--- src/rtl/bp_cfg_loader.sv ---
// Boot-time config sequencer: writes freeze/core_id/cord to every core tile,
// unfreezes them all, waits for every write to be acknowledged, then flags done.
module bp_cfg_loader #(
  parameter int cc_x_dim_p = 1,
  parameter int cc_y_dim_p = 1,
  parameter int cc_y_offset_p = 1,
  parameter int coord_width_p = 4,
  parameter int addr_width_p = 40,
  parameter int data_width_p = 64,
  parameter logic [addr_width_p-1:0] cfg_base_addr_p = 'h0020_0000,
  parameter int max_outstanding_p = 4
) (
  input  logic                     clk_i,
  input  logic                     reset_n_i,
  output logic                     cmd_v_o,
  input  logic                     cmd_ready_i,
  output logic [coord_width_p-1:0] cmd_x_o,
  output logic [coord_width_p-1:0] cmd_y_o,
  output logic [addr_width_p-1:0]  cmd_addr_o,
  output logic [data_width_p-1:0]  cmd_data_o,
  input  logic                     resp_v_i,
  output logic                     resp_yumi_o,
  output logic                     done_o,
  output logic                     error_o,
  output logic [2:0]               state_o
);

  localparam int num_cores_lp = cc_x_dim_p * cc_y_dim_p;
  localparam int core_w_lp = $clog2(num_cores_lp + 1);
  localparam int out_w_lp = $clog2(max_outstanding_p + 1);

  typedef enum logic [2:0] {e_reset, e_cfg, e_unfreeze, e_drain, e_done} state_e;

  state_e                   state_r;
  logic [core_w_lp-1:0]     core_cnt;
  logic [1:0]               reg_cnt;
  logic [coord_width_p-1:0] x_cnt;
  logic [coord_width_p-1:0] y_cnt;
  logic [coord_width_p-1:0] y_abs;
  logic [out_w_lp-1:0]      out_cnt;
  logic                     active;
  logic                     hs;
  logic                     last_core;
  logic                     core_step;

  // Handshake: a command transfers on any cycle where cmd_v_o & cmd_ready_i;
  // once cmd_v_o is high every cmd_* field holds until that cycle.
  assign active      = (state_r == e_cfg) || (state_r == e_unfreeze);
  assign cmd_v_o     = active && (out_cnt < out_w_lp'(max_outstanding_p));
  assign hs          = cmd_v_o & cmd_ready_i;
  assign last_core   = (core_cnt == core_w_lp'(num_cores_lp - 1));
  assign core_step   = hs && ((state_r == e_unfreeze) || (reg_cnt == 2'd2));
  assign resp_yumi_o = resp_v_i;
  assign state_o     = state_r;
  assign y_abs       = y_cnt + coord_width_p'(cc_y_offset_p);

  // Fields are pure functions of registered counters, so they only move on a handshake.
  always_comb begin
    cmd_x_o    = '0;
    cmd_y_o    = '0;
    cmd_addr_o = '0;
    cmd_data_o = '0;
    if (active) begin
      cmd_x_o    = x_cnt;
      cmd_y_o    = y_abs;
      cmd_addr_o = cfg_base_addr_p;
      if (state_r == e_cfg) begin
        case (reg_cnt)
          2'd0: cmd_data_o = data_width_p'(1);
          2'd1: begin
            cmd_addr_o = cfg_base_addr_p + addr_width_p'(8);
            cmd_data_o = data_width_p'(core_cnt);
          end
          default: begin
            cmd_addr_o = cfg_base_addr_p + addr_width_p'(16);
            cmd_data_o = data_width_p'({y_abs, x_cnt});
          end
        endcase
      end
    end
  end

  always_ff @(posedge clk_i or negedge reset_n_i) begin
    if (!reset_n_i) begin
      state_r  <= e_reset;
      core_cnt <= '0;
      reg_cnt  <= '0;
      x_cnt    <= '0;
      y_cnt    <= '0;
      out_cnt  <= '0;
      done_o   <= 1'b0;
      error_o  <= 1'b0;
    end else begin
      // An ack with nothing in flight is bogus: flag it and do not count it.
      if (resp_v_i && (out_cnt == '0)) begin
        error_o <= 1'b1;
        out_cnt <= out_cnt + out_w_lp'(hs);
      end else begin
        out_cnt <= out_cnt + out_w_lp'(hs) - out_w_lp'(resp_v_i);
      end

      done_o <= done_o | (state_r == e_done);

      if (hs && (state_r == e_cfg))
        reg_cnt <= (reg_cnt == 2'd2) ? 2'd0 : reg_cnt + 2'd1;

      if (core_step) begin
        if (last_core) begin
          core_cnt <= '0;
          x_cnt    <= '0;
          y_cnt    <= '0;
        end else begin
          core_cnt <= core_cnt + core_w_lp'(1);
          if (x_cnt == coord_width_p'(cc_x_dim_p - 1)) begin
            x_cnt <= '0;
            y_cnt <= y_cnt + coord_width_p'(1);
          end else begin
            x_cnt <= x_cnt + coord_width_p'(1);
          end
        end
      end

      case (state_r)
        e_reset:    state_r <= e_cfg;
        e_cfg:      if (core_step && last_core) state_r <= e_unfreeze;
        e_unfreeze: if (core_step && last_core) state_r <= e_drain;
        e_drain:    if (out_cnt == '0) state_r <= e_done;
        default:    state_r <= state_r;
      endcase
    end
  end

endmodule

--- config.mk ---
export PLATFORM = sky130hd
export DESIGN_NAME = bp_cfg_loader
export DESIGN_NICKNAME = d
export VERILOG_FILES = /design/src/rtl/bp_cfg_loader.sv
export SDC_FILE = /design/constraint.sdc
export NUM_CORES = 1
export LEC_CHECK = 0
export CORE_ASPECT_RATIO = 2
export CORE_MARGIN = 10
export CORE_UTILIZATION = 34
export CTS_CLUSTER_DIAMETER = 40
export DETAILED_ROUTE_END_ITERATION = 12
export HOLD_SLACK_MARGIN = 0.1
export PLACE_DENSITY = 0.95
export REMOVE_ABC_BUFFERS = 1
export SYNTH_ARGS = -nofsm -noshare
export SYNTH_HDL_FRONTEND = slang
export SYNTH_SLANG_ARGS = --single-unit
export TNS_END_PERCENT = 5
--- constraint.sdc ---
create_clock -name clk_i -period 5.1 [get_ports clk_i]
set_input_delay 1.02 -clock clk_i [delete_from_list [all_inputs] [get_ports clk_i]]
set_output_delay 1.02 -clock clk_i [all_outputs]
set_load 0.03 [all_outputs]
After elaboration in Yosys (flattened, before gate mapping)

Cells that the tools add are included.

Register bits: 19
Logic and storage cells: 61
Bits in latches: 0
Memories: 0
Input bits: 4
Bits in read-only memories: 0
Bits in writable memories: 0
Output and inout bits: 119

Bitwise operators: 3
Eq/ne operators: 10
$lt $le $gt $ge: 1
$mul: 0
Shift-type cells: 0
Reductions and logical operators: 14
Divide/modulo/power cells: 0
Multiplexer cells: 19
Add/sub/neg operators: 6

Operators by type and width:

| cell                | number |
|---|---|
| $mux 4              | 6 |
| $mux 22             | 1 |
| $mux 8              | 2 |
| $pmux 8 s2          | 1 |
| $mux 3              | 4 |
| $pmux 3 s4          | 1 |
| $pmux 5 s2          | 1 |
| $add 4x1->4 const B | 2 |
| $eq 3x2->1 const B  | 2 |
| $logic_not 3->1     | 2 |
| $ne 2x1->1 const B  | 3 |
| $logic_and 1x1->1   | 5 |
| $mux 5              | 1 |
| $logic_not 4->1     | 1 |
| $reduce_and 4->1    | 1 |
| $reduce_bool 4->1   | 1 |
| $add 3x1->3         | 1 |
| $eq 3x1->1 const B  | 1 |
| $eq 3x3->1 const B  | 1 |
| $lt 3x3->1 const B  | 1 |
| $sub 3x1->3         | 1 |
| $add 2x1->2 const B | 1 |
| $eq 2x1->1 const B  | 1 |
| $eq 2x2->1 const B  | 1 |
| 10 further kinds    | 11 |

Longest topological paths before layout

Gate-level depths: netlist (run 1).

Word-level depth: 8
Gate-level depth with buffers: 10
Depth with buffers taken out: 9

Worst setup path after synthesis (run 1)

No wires, ideal clock.

Path kind: reg-to-output
Start point: reg state_r[1] (netlist: state_o[1])
End point: out cmd_data_o[4]
Arrival time: 1.795 ns
Required time: 4.080 ns
Setup slack: 2.285 ns
Path buffers: 2
Stages on the path, launching flop included: 5
Cells stage by stage: dfrtp_1 > buf_4 > or3b_4 > nor2_1 > buf_4

Word-level cells in the longest chain between the ends: 3
Elaborated cells between the ends (all ways): 5
Those cells by class: eq/ne: 2; mux: 2; reduce/logical: 1

RTL lines:

| what                                              | line   | text |
|---|---|---|
| from (decl)                                       | 34     | `state_e state_r;` |
| from (signal assigned)                            | 85     | `state_r <= e_reset;` |
| from (signal assigned)                            | 124    | `e_reset: state_r <= e_cfg;` |
| from (signal assigned)                            | 125    | `e_cfg: if (core_step && last_core) state_r <= e_unfreeze;` |
| $eq 3x1->1 / $eq 3x2->1 (equally long branches)   | 48, 67 |  |
| $mux 8 / $logic_or 1x1->1 (equally long branches) | 67, 48 |  |
| $mux 8 (*)                                        | 63     | `if (active) begin` |
| to (decl)                                         | 20     | `output logic [data_width_p-1:0] cmd_data_o,` |

Mark *: on every way between the ends. The rest lies on a longest branch, timed or not.

Worst setup path in the final report (run 1)

Start point: in resp_v_i
End point: out resp_yumi_o

RTL lines:

| what        | line | text |
|---|---|---|
| from (decl) | 21   | `input logic resp_v_i,` |
| to (decl)   | 22   | `output logic resp_yumi_o,` |

No word-level cell between the ends.

==> results of run 1 <==
placed cells by master, fill, tap and decap left out, types with 2 or more instances in the layout:
cell type        instances
nand2_1                  2
ha_1                     4
dfrtp_1                 10
inv_1                    4
nor3_1                   2
conb_1                 106
nor2_1                   8
clkdlybuf4s50_1         16
a21oi_1                  3
clkbuf_8                 4
o21ai_0                  4
nand2b_1                 3
xor2_1                   2
layer usage:
layer / wire length (um) / up-vias / part of all wire, %
li1: - / 336 / -
met1: 1160 / 331 / 41
met2: 1010 / 106 / 36
met3: 580 / 4 / 21
met4: 61 / 0 / 2.2
met5: 0 / - / 0
state kept, by name (all words and copies together) (netlist names):
signal	cells
done_o	1
reg_cnt	2
error_o	1
out_cnt	3
state_o	3
layout make-up:
cell class	instances	area, um2	share of cell area, %
clock buffers	4	55.1	4.52
inverters	4	15.0	1.23
multi-input cells	146	674	55.3
flip-flops and latches	10	250	20.5
well taps	51	63.8	5.24
repair buffers	16	160	13.1
worst paths after layout:
path	startpoint	end	slack, ns
worst max-delay path	resp_v_i	resp_yumi_o	1.84
worst min register to register	done_o	done_o	0.46
min in group asynchronous	reset_n_i	out_cnt[0]	1.11
max in group asynchronous	reset_n_i	state_o[1]	3.67
worst min-delay path	done_o	done_o	0.46
worst max register to register	state_o[1]	out_cnt[1]	3.25
kinds of logic after synthesis:
family	count (synthesis)	synth area share, %
buffers and inverters	116	61.6
xor gates and xnor gates	3	1.90
muxes	1	1.09
and+or+nand+nor	20	7.96
AOI/OAI and AO/OA	12	5.43
other	1	0.271
adders and majority gates	4	3.62
DFF	10	18.1
metrics by stage:
step	util, %	cell area [um2]
after floorplan	-	940
after global placement	30.0	1160
after detailed placement	30.0	1160
after CTS	31.4	1220
after global routing	31.4	1220
final	31.4	1220
power breakdown:
part / switching [W] / total (W) / internal (W)
combinational: 0.000250 / 0.000370 / 0.000121
clock: 0.0000321 / 0.000100 / 0.0000679
sequential: 0.0000531 / 0.000169 / 0.000116
total: 0.000335 / 0.000639 / 0.000304
==> impl_summary.md, run 1 <==
Run status
The run finished with clean final reports.

Pwr
The worst-case vdd ir drop is 0.214 mV. Summed over all cells, the static leakage comes to 0.682 nW. The power density of the placed cells is 525 nW/um2. The post-layout total power is 0.000639 W.

Run
The tool flagged a number of max-cap violations equal to 0.

Clocking
The later pin in the worst-skew pair is clocked with a latency of 0.24 ns. The buffer cell driving the clock tree root is clkbuf_8. The number of cells upsized or downsized after cts is 0. The deepest level of the CTS H-tree is 1. The number of hold-repair buffers added at the cts stage is 0.

The number of setup buffers added after CTS is 0. The longest clock path from root to sink contains 2 buffers. After clock tree synthesis, the clock-pin slew on the worst setup and hold paths is 0.05 ns. The number of buffers created by CTS is 3. The clock drives 10 sinks.

The clock tree from TritonCTS is done.

Worst setup path
Broken down by cell family, the worst path's largest delay share belongs to buffers and inverters. The slowest stage of the critical path is the clkdlybuf4s50_1 cell. The worst setup path is captured at an output port. The most frequent cell on the critical path is clkdlybuf4s50_1.

The worst setup path is launched from a primary input. The number of buffers and inverters on the critical path is 2. Data on the critical path is required at its endpoint by 4.08 ns. The critical-path maximum fanout is 3. STA puts the critical path data arrival time at 2.24 ns. The critical path crosses 2 cells after its start point.

The signal on the critical path passes through clkdlybuf4s50_1 > clkdlybuf4s50_1. Counting cells, the worst reg-to-reg path comes to 8. The worst setup path is of the primary input to output port kind. The delay of the slowest critical-path stage is 0.71 ns.

Synth
The mapped netlist covers 1380 um2. Ranked by instance count, the synthesized netlist is headed by 111 x buf_4, 10 x dfrtp_1, 8 x nor2_1. The number of synthesized register bits is 10. Of all cell types, the one taking the most synthesized area is buf_4.

In this run, distinct cell masters in the synthesized netlist total 25. In the synthesized netlist the async set-or-reset flop fraction comes to 100%. The synthesized instance count is 167. The synthesized design contains 0 enable-type register cells.

In the post-synthesis netlist, the cell with the most instances is buf_4. The most used flip-flop cell after synthesis is dfrtp_1. The portion of the post-synthesis area used by sequential elements is 18.1%.

The mean instance size in the synthesized netlist is 8.28 um2. After synthesis, the largest area contributor takes up 60.3% of total cell area. Sorting the synthesized cells by area gives the leading types as buf_4 60%, dfrtp_1 18%, ha_1 3.6%.

During synthesis, Yosys emitted a total of 0 warnings.

STA
The upper clock frequency limit is 307 MHz. In the final timing run, aggregate negative setup slack is 0 ns. Subtracting the final worst setup slack from the clock period gives 3.26 ns. For the final database, setup skew stands at 0.00117 ns.

The number of hold violations in the final report came to 0. The slack of the critical path is 1.84 ns. Setup repair after global routing left no endpoint under its margin. Across all hold checks on the routed design, the worst slack comes to 0.458 ns. The share of the cycle needed by the critical path after routing is 63.9%.

Setup violations remaining at the end of the flow were counted as 0. The number of max-slew violations in the final report is 0.

Finish
Counting the fill cells in the layout gives 436. In the final design database the tool counted 189 nets. The number of inserted diodes is 0. The ratio of cells with drive above 1 in the final layout is 4.44%. Excluding fillers, the count of instances in the completed layout stands at 231. Compared with the post-synthesis result, the final layout area differs by -11.9%.

Drt
The iteration count of the initial detailed-routing pass is 2. The DRC violation total after the first TritonRoute iteration is 19. After detailed routing, the number of remaining DRC violations is 0. After detailed routing, the average wire length per cell comes to 12.2 um. The detail route stage leaves a number of antenna-violating nets equal to 0. Summed over all layers, the routed wires come to 2.81 mm. The total number of vias is 777. The via density per instance is 3.36.

Floorplanning
The core outline area is 3880 um2. The floorplan step set the die height to 110 um. The die area is 7170 um2. In this run the horizontal extent of the chip is 65.1 um. The total I/O pin count is 123.

The count of standard-cell rows is 32. The initial utilization of the core area, before any placement, comes to 35.6%.

Placement
The wire-length estimate of the detail-placed layout is 2.51 mm. Port buffering added 16 buffers. The worst slack after detailed placement is 1.83 ns. The total instance count after detailed placement is 227. At the end of routability-driven placement, the weighted congestion stood at 0.653.

Global route
The via count of the first global-routing pass is 959. Global routing consumed, on the met1 layer, 6.88% of the routing resources. In the global route stage, met2 resource usage came out at 9.77%. Entering global routing, the biggest net connects 11 pins.

The met3 demand-to-capacity share in global routing is 5.86%. Global routing used 7.08% of the available tracks across all layers. The global-route layer with the greatest usage is met2. The number of antenna violations at the first check in global routing is 0. The wire length of the first global-routing pass is 4.02 mm.

After global routing the overflow that remains totals 0.

Hold path
The number of instances on the worst hold path is 1. In this run the worst hold path is classified as flip-flop to flip-flop.
Power figures use the tool's default switching activity.
==> run 2, diff against run 1 <==
--- a/config.mk
+++ b/config.mk
@@ -7,11 +7,11 @@
 export LEC_CHECK = 0
 export CORE_ASPECT_RATIO = 2
 export CORE_MARGIN = 10
-export CORE_UTILIZATION = 34
+export CORE_UTILIZATION = 32
 export CTS_CLUSTER_DIAMETER = 40
 export DETAILED_ROUTE_END_ITERATION = 12
 export HOLD_SLACK_MARGIN = 0.1
-export PLACE_DENSITY = 0.95
+export PLACE_DENSITY = 0.91
 export REMOVE_ABC_BUFFERS = 1
 export SYNTH_ARGS = -nofsm -noshare
 export SYNTH_HDL_FRONTEND = slang
==> constraint.sdc (replaced) <==
create_clock -name clk_i -period 3.3 [get_ports clk_i]
set_input_delay 0.66 -clock clk_i [delete_from_list [all_inputs] [get_ports clk_i]]
set_output_delay 0.66 -clock clk_i [all_outputs]
set_load 0.03 [all_outputs]
==> impl_summary.md, run 2 (same netlist as run 1, synthesis figures left out) <==
Run status
The flow ran to the end, and the final reports show no timing, DRC or antenna violations.

Clocking
Clock-pin slew was measured on the worst setup and hold paths at 0.04 ns. In this run the number of H-tree levels came out at 1. The number of setup buffers added after CTS is 0.

The clock latency of the later-clocked register in the worst-skew pair is 0.23 ns. Clock tree synthesis selected as its root buffer the cell clkbuf_8. The number of buffers created by CTS is 3. Clock tree synthesis found a total of 10 sinks. The number of cells upsized or downsized after cts is 0. Hold repair after CTS inserted 0 buffers. TritonCTS built the clock tree.

The longest clock path from root to sink contains 2 buffers.

Finish
In the final layout, the multi-input gates occupy 674 um2. The ratio of cells with drive above 1 in the final layout is 3.91%. The net count of the finished layout is 189.

The repair_antennas step left the layout with diodes totalling 0. The sequential cells in the finished layout cover a total of 250 um2. Leaving out fill and tap cells, the most frequent cells in the layout are 106 x conb_1, 16 x clkdlybuf4s50_1, 10 x dfrtp_1. From synthesis to final layout, the design area changed by -12.8%. The most common library cell in the layout ignoring fill and taps is conb_1. The fill cell total of the finished layout is 471.

Global route
The total overflow left after global routing is 0. The via count of the first global-routing pass is 894. The number of antenna violations at the first check in global routing is 0. The all-layer global routing usage is 6.26%. The maximum number of pins on one net before global-route repair is 11. The wire length of the first global-routing pass is 3.77 mm.

Worst setup path
For the worst setup path, the data required time is 2.64 ns. The critical-path maximum fanout is 9. The slowest stage of the critical path is the clkdlybuf4s50_1 cell.

The worst setup path is of the flip-flop to output port kind. The delay of the slowest critical-path stage is 0.71 ns. The type of destination of the critical path is an output port. The endpoint arrival time on the critical path is 2.02 ns. The signal on the critical path passes through or3b_4 > nor3_1 > clkdlybuf4s50_1. The kind of launch point of the worst setup path is a flip-flop.

STA
The worst clock skew is 0.000850 ns. The number of hold violations in the final report is 0. The final setup violation count is 0.

The final critical-path required period is 2.68 ns. The setup total negative slack is 0 ns. The slack of the critical path is 0.618 ns. After layout, the worst path uses 81.3% of the clock period. The number of max-slew violations in the final report is 0. The upper clock frequency limit is 373 MHz. Setup repair after global routing left no endpoint under its margin.

Floorplanning
The die is 66.5 um wide. The height of the die is 113 um. The initial core utilization is 33.5%. The die covers 7510 um2. The core outline area is 4130 um2.

In this run the count of I/O pins placed on the die edge is 123. The floorplan has 33 rows.

Placement
The detailed-placement wirelength estimate is 2.54 mm. Port buffering added 16 buffers. The worst slack after detailed placement is 0.740 ns.

The final estimated routing congestion in global placement is 0.745.

Drt
The average wire per standard cell is 12.2 um. The number of DRC violations after detailed routing is 0. After the first detailed-routing iteration, the DRC count stood at 2. Before antenna repair, the detailed router went through 3 iterations. Once detail routing completed, the nets flagged for antenna violations numbered 0. The total number of vias is 761. After detailed routing, the number of vias per cell comes to 3.29. The total wirelength of the detailed-routed design is 2.81 mm.

Run
The max-capacitance violation count is 0.

Pwr
Overall power consumption after layout is estimated at 0.000959 W. The worst-case vdd ir drop is 0.409 mV. Dividing total power by cell area gives a power density of 795 nW/um2. The static leakage is 0.675 nW.

Hold path
The path category of the worst min-delay check is flip-flop to flip-flop.
-- run 2: cell count changes in the layout (fill, tap and decap cells not counted) --
cell / previous run / this run
clkbuf_8: 4 / 3
-- run 2: path summary, 6_finish.rpt --
| path | startpoint | end | slack [ns] | cells after the start |
|---|---|---|---|---|
| min reg2reg | done_o | done_o | 0.45 | 1 |
| min in group asynchronous | reset_n_i | out_cnt[1] | 0.76 | 1 |
| max | state_o[1] | cmd_data_o[0] | 0.62 | 3 |
| min | done_o | done_o | 0.45 | 1 |
| max in group asynchronous | reset_n_i | state_o[2] | 2.22 | 1 |
| max reg2reg | state_o[1] | out_cnt[1] | 1.43 | 8 |
-- run 2: where the power goes --
part / internal (W) / total [W] / switching [W]
logic: 0.000187 / 0.000578 / 0.000391
registers: 0.000179 / 0.000261 / 0.0000823
clock network: 0.0000793 / 0.000120 / 0.0000410
total: 0.000445 / 0.000959 / 0.000514
-- run 2: critical path: cells and delay by family, from the launching register on --
kind                   cells  cell delay, ns
DFF                        1            0.47
buffers and inverters      1            0.71
and+or+nand+nor            2            0.61
-- run 2: stage by stage --
stage	hold slack, ns	cells	area [um2]	util, %
2_1_floorplan	0.364	160	940	-
3_3_place_gp	0.445	228	1160	28.2
3_5_place_dp	0.447	228	1160	28.2
4_1_cts	0.457	231	1210	29.2
5_1_grt	0.474	231	1210	29.2
6_report	0.453	231	1210	29.2
-- run 2: layout make-up --
| class | instances | area share, % |
|---|---|---|
| Timing Repair Buffer | 16 | 13.3 |
| Inverter | 4 | 1.24 |
| Sequential cell | 10 | 20.7 |
| Clock buffer | 3 | 3.42 |
| Tap cell | 52 | 5.39 |
| Multi-Input combinational cell | 146 | 55.9 |
-- run 2: routing by layer --
metal	up-vias	GRT usage (%)	routed length, um
li1	336	-	-
met5	-	0	0
met1	323	6.77	1110
met3	2	3.46	560
met2	100	9.57	1120
met4	0	2.95	19
